**src/rtl/pwm_fade_ctrl.sv**
```systemverilog
// Fade controller for four PWM duty registers (R, G, B, GEN): accepts
// valid/ready fade commands and ramps each channel one LSB per step.
module pwm_fade_ctrl #(
  parameter int DW       = 8,
  parameter int PRESCALE = 256,
  parameter bit PREEMPT  = 1'b0
) (
  input  logic            clk,
  input  logic            rst,
  input  logic            cmd_valid,
  output logic            cmd_ready,
  input  logic [1:0]      cmd_chan,
  input  logic [DW-1:0]   cmd_target,
  input  logic [7:0]      cmd_rate,
  input  logic            hold,
  output logic [4*DW-1:0] duty,
  output logic [3:0]      busy,
  output logic [3:0]      done
);

  localparam int PW = $clog2(PRESCALE);
  localparam logic [PW-1:0] PS_LAST = PW'(PRESCALE - 1);

  typedef enum logic {IDLE, RAMP} state_t;

  logic [PW-1:0] presc;
  logic          tick;
  logic          accept;

  state_t        state    [4];
  logic [DW-1:0] duty_q   [4];
  logic [DW-1:0] target_q [4];
  logic [7:0]    rate_q   [4];
  logic [7:0]    rate_cnt [4];
  logic [DW-1:0] step_duty[4];

  assign tick      = (presc == PS_LAST) && !hold;
  assign cmd_ready = PREEMPT || (state[cmd_chan] == IDLE);
  assign accept    = cmd_valid && cmd_ready && !rst;

  // Next duty one LSB toward the target; the compare keeps 0 and max as end stops.
  always_comb begin
    for (int c = 0; c < 4; c++) begin
      // NOTE: assign a default first so no path through this block leaves the value unassigned, which would infer a latch.
      step_duty[c] = duty_q[c];
      if (duty_q[c] < target_q[c])
        step_duty[c] = duty_q[c] + 1'b1;
      else if (duty_q[c] > target_q[c])
        step_duty[c] = duty_q[c] - 1'b1;
    end
  end

  // NOTE: all state uses non-blocking assignments so every channel reads the pre-edge values of its neighbours and the prescaler.
  always_ff @(posedge clk) begin
    if (rst) begin
      presc <= '0;
      for (int c = 0; c < 4; c++) begin
        // NOTE: these per-channel arrays are small register files, not RAM, so they are reset explicitly.
        state[c]    <= IDLE;
        duty_q[c]   <= '0;
        target_q[c] <= '0;
        rate_q[c]   <= '0;
        rate_cnt[c] <= '0;
        done[c]     <= 1'b0;
      end
    end else begin
      if (!hold)
        presc <= (presc == PS_LAST) ? '0 : presc + 1'b1;

      for (int c = 0; c < 4; c++) begin
        done[c] <= 1'b0;
        if (accept && (cmd_chan == 2'(c))) begin
          // A new command always wins over a step due on the same edge.
          target_q[c] <= cmd_target;
          rate_q[c]   <= cmd_rate;
          rate_cnt[c] <= '0;
          if ((cmd_target == duty_q[c]) || (cmd_rate == 8'd0)) begin
            duty_q[c] <= cmd_target;
            state[c]  <= IDLE;
            done[c]   <= 1'b1;
          end else begin
            state[c]  <= RAMP;
          end
        end else if ((state[c] == RAMP) && tick) begin
          if (rate_cnt[c] == rate_q[c] - 8'd1) begin
            rate_cnt[c] <= '0;
            duty_q[c]   <= step_duty[c];
            if (step_duty[c] == target_q[c]) begin
              state[c] <= IDLE;
              done[c]  <= 1'b1;
            end
          end else begin
            rate_cnt[c] <= rate_cnt[c] + 8'd1;
          end
        end
      end
    end
  end

  for (genvar g = 0; g < 4; g++) begin : g_out
    assign duty[g*DW +: DW] = duty_q[g];
    assign busy[g]          = (state[g] == RAMP);
  end

endmodule

```
**config.mk**
```make
export PLATFORM = sky130hd
export DESIGN_NAME = pwm_fade_ctrl
export DESIGN_NICKNAME = d
export VERILOG_FILES = /design/src/rtl/pwm_fade_ctrl.sv
export SDC_FILE = /design/constraint.sdc
export NUM_CORES = 1
export LEC_CHECK = 0
export ABC_AREA = 1
export BUFFER_PORTS_ARGS = -buffer_cell sky130_fd_sc_hd__buf_4
export CAP_MARGIN = 20
export CORE_ASPECT_RATIO = 0.7
export CORE_UTILIZATION = 46
export DETAILED_ROUTE_END_ITERATION = 10
export SYNTH_ARGS = -nofsm -noshare
export SYNTH_HDL_FRONTEND = slang
export SYNTH_SLANG_ARGS = --single-unit
```
**constraint.sdc**
```tcl
create_clock -name clk -period 3.05 [get_ports clk]
set_input_delay 0.4575 -clock clk [delete_from_list [all_inputs] [get_ports clk]]
set_output_delay 0.4575 -clock clk [all_outputs]
set_load 0.05 [all_outputs]
```
* Word level (Yosys, flattened, before mapping)
Memories as Yosys holds them, arrays and structs flattened. Index checks and enable logic that the tools add are counted.
Cells by class: order comparisons 8, add/sub/neg operators 17, reductions and logical operators 19, bitwise gates (word level) 41, mux-type cells 163, equal/unequal tests 16
Operators by type and width (number):
- $mux W8 | 37
- $mux W1 | 126
- $eq A8 B8 Y1 | 12
- $add A8 B1 Y8 const B | 9
- $sub A8 B1 Y8 const B | 8
- $or A1 B1 Y1 | 40
- $gt A8 B8 Y1 | 4
- $lt A8 B8 Y1 | 4
- $logic_and A1 B1 Y1 | 11
- $eq A8 B8 Y1 const B | 1
- $logic_not A8 Y1 | 1
- $eq A2 B2 Y1 const B | 2
- $logic_or A1 B1 Y1 | 4
- $eq A2 B1 Y1 const B | 1
- $logic_not A1 Y1 | 2
- $logic_not A2 Y1 | 1
- $not A1 Y1 | 1
Word-level totals: output and inout bits 41, word-level logic and storage cells 271, memories 5, bits in writable memories 132, register bits 12, input port bits 22
Memory list:
- duty_q | depth 4, width 8, rd ports 4, clocked after memory_dff 0, write ports 4, RTL line 31 | logic [DW-1:0] duty_q [4];
- rate_cnt | depth 4, width 8, rd ports 4, clocked after memory_dff 0, write ports 4, RTL line 34 | logic [7:0] rate_cnt [4];
- rate_q | depth 4, width 8, rd ports 4, clocked after memory_dff 0, write ports 4, RTL line 33 | logic [7:0] rate_q [4];
- target_q | depth 4, width 8, rd ports 4, clocked after memory_dff 0, write ports 4, RTL line 32 | logic [DW-1:0] target_q [4];
- state | depth 4, width 1, rd ports 5, clocked after memory_dff 0, write ports 4, RTL line 30 | state_t state [4];

* Depth between registers and ports, before layout
depth after elaboration 11, mapped depth 21, depth with buffers taken out 20

* Worst setup path after synthesis
OpenSTA, ideal clock, no wires.
path kind input-to-reg, start in cmd_chan[0], end mem duty_q[1][0] (enable), stages on the path 11, setup slack 0.142 ns, arrival 2.581 ns, setup time 0.327 ns, data required time 2.723 ns, buffers on the path 0, path through inv_2 -> nor2_1 -> a21oi_1 -> o21ai_2 -> nand3_2 -> nor3_2 -> inv_1 -> nand2_1 -> inv_1 -> nand2_2 -> nand3_1
RTL lines:
- from (decl) | RTL line 12 | input logic [1:0] cmd_chan,
- to (decl) | RTL line 31

==> summary.txt <==
Place
  – Port bufs: 62
  – RePlAce Congestion: 1.02
  – Dpl hpwl: 22.9 mm
  – Cell count after placement: 1751

Job
  – Max cap viols: 0

Yosys
  – Synth Cell Area: 10300 um2
  – Syn nets: 1449
  – Synth cell types: 43
  – Mean Syn Cell Area: 7.47 um2
  – Seq/Total Area, Yosys: 40.8%
  – Synthesis Warnings: 0
  – FF+latch count, synth: 144
  – Cells after Synth: 1378

CTS
  – Post-CTS Hold Fix Bufs: 0
  – CTS sink count: 144
  – Post-CTS setup repair buffer count: 0
  – CTS Root Cell: clkbuf_16
  – H-tree level count: 4
  – Latest clock arrival within the worst-skew pair: 430 ps
  – CTS tree: yes
  – Resized Gates After CTS: 0
  – Clk slew on worst S/H paths: 60 ps
  – CTS Buffer Depth: 2
  – CTS buffer count: 17

Global routing
  – GRT Util Overall: 26.6%
  – Largest net degree at the start of global routing: 20
  – GR Overflow Total: 0
  – Vias in the first global route: 8456
  – First-pass GRT wire length: 46.9 mm
  – Initial antenna violation count: 0

STA
  – Post-layout min period: 2800 ps
  – Setup TNS: 0 ps
  – Setup-failing EPs final: 0
  – Least-Margin Pin Slew: 875 ps
  – Max-slew violation count: 0
  – Max_slew headroom: 40.9%
  – Hold Vio Cnt, Final: 0
  – Fin crit share: 91.7%
  – Unrepaired setup endpoints after global routing: no
  – Worst Clk Skew: 10.6 ps
  – Max Clk Rate: 358 MHz

Route
  – DR pass1 iterations: 6
  – Via density: 5.38
  – Vias: 9597
  – Final wirelength: 29.9 mm
  – DRC viols: 0
  – Routed len/inst: 16.8 um
  – DR iter-0 viols: 1203
  – Antenna Nets Post-Route: 0

Critical path
  – R2R Path Start: duty_q[3][1]$_DFFE_PP_
  – R2R depth: 17
  – CP dominant cell by count: nand2_1
  – Worst endpoint required time: 3210 ps
  – Critical path capture point type: register
  – Worst path bufs/invs: 0
  – Worst Path Arrival: 2950 ps
  – Family with the most delay on the worst path: simple AND/OR/NAND/NOR gates
  – Crit-path cells: ha_1 > nand2_1 > nand2_1 > nand2_1 > nand2_1 > nand2_1 > nand2_2 > or2_2 > nand2_1 > nand2_1 > nand2_1 > nand2_1 > nand2_1 > nand2_1 > nor2_1 > nand2_1 > nand2_1
  – Crit path from: duty_q[3][1]$_DFFE_PP_
  – CP Class: reg -> reg
  – Instance count on the critical path: 17
  – Crit-path slowest cell: edfxtp_1
  – CP max FO: 11
  – CP Launch Type: register
  – Max stage delay on crit path: 500 ps

Hold path
  – Hold Startpoint: rst
  – HP Class: in -> reg
  – Hold Path Cell Cnt: 2

Final layout
  – Nets@finish: 1559
  – Post-layout util: 54.9%
  – Fin cells: 1783
  – Most frequent cells in the layout: nand2_1 (401), nor2_1 (194), inv_1 (171)
  – Commonest non-fill, non-tap cell in the layout: nand2_1
  – Layout cell share with drive strength beyond 1: 12.8%
  – Area Overhead vs Synth: 16.2%
  – ANT cells: 0

Pwr
  – Worst vdd ir: 0.382 mV
  – Total power: 5380 uW
  – Static leakage: 0.00565 uW
  – PwrDens: 450 nW/um2

Floorplan
  – Core region area: 21800 um2
  – Initial Util: 47.2%
  – # rows: 45
  – Chip width: 181 um
  – Die area: 23000 um2
  – Die Y: 127 um
  – Boundary Pins: 63

Status
  – Status: finished clean
==> where the power goes <==
group | internal [uW] | switching (uW)
Clock | 1310 | 901
Combinational | 279 | 589
Sequential | 2230 | 72.1
Total | 3820 | 1560
==> cell families after synthesis <==
kind of cell / synth area share, %
AOI/OAI and AO/OA: 4.92
xor gates and xnor gates: 4.17
adders and majority gates: 5.96
buffers and inverters: 7.71
DFF: 40.8
and+or+nand+nor: 36.4
==> final timing paths <==
kind / endpoint / slack, ps
worst max-delay path: state[3]$_SDFFCE_PP0P_ / 250
worst min-delay path: presc[4]$_SDFFE_PP0N_ / 230
worst max register to register: state[3]$_SDFFCE_PP0P_ / 250
worst min register to register: presc[6]$_SDFFE_PP0N_ / 520
==> state kept, by name, indices dropped and copies added (netlist names) <==
register,count
rate_q,32
duty_q,32
state,4
done,4
rate_cnt,32
target_q,32
presc,8
==> Yosys cell counts (all sizes together) <==
cell type	n	share of area, %
nand2	410	15
nor2	205	7.8
inv	181	6.6
nand3	161	8.0
edfxtp	132	39
ha	49	6.0
nand4	35	2.6
o21ai	32	1.6
xor2	30	2.6
o22ai	25	1.5
xnor2	19	1.6
a21oi	16	0.78
nor3	15	0.97
buf	14	0.86
dfxtp	12	2.3
nand3b	10	0.77
nor3b	6	0.49
or2	6	0.36
a21o	5	0.36
o41ai	4	0.49
clkinv	3	0.12
nor4	3	0.18
clkbuf	2	0.073
a31oi	1	0.061
and3	1	0.073
o311ai	1	0.085
==> per-layer routing <==
layer	up-vias	part of all wire (%)	wire length, um	track usage (%)
li1	4774	-	-	-
met1	4395	49	14800	41.9
met2	404	41	12200	36.9
met3	24	9.0	2700	5.56
met4	0	0.84	252	4.83
met5	-	0	0	0
==> cell type report <==
| cell class | count | area, um2 |
|---|---|---|
| multi-input combinational | 1034 | 5300 |
| timing repair buffer | 107 | 803 |
| inverter | 184 | 697 |
| sequential | 144 | 4200 |
| clock buffer | 19 | 443 |
| fill | 2026 | 9830 |
| tap | 282 | 353 |
| clock inverter | 13 | 161 |
==> through the flow <==
stage | instance area, um2 | setup slack, ps | hold slack [ps]
3_5_place_dp | 11400 | 228 | 510
6_report | 12000 | 254 | 225
4_1_cts | 12000 | 212 | 206
5_1_grt | 12000 | 38.8 | 207
3_3_place_gp | 11400 | 217 | 501
2_1_floorplan | 10300 | 142 | 488
Note: power is estimated with default switching activity, not from simulation.
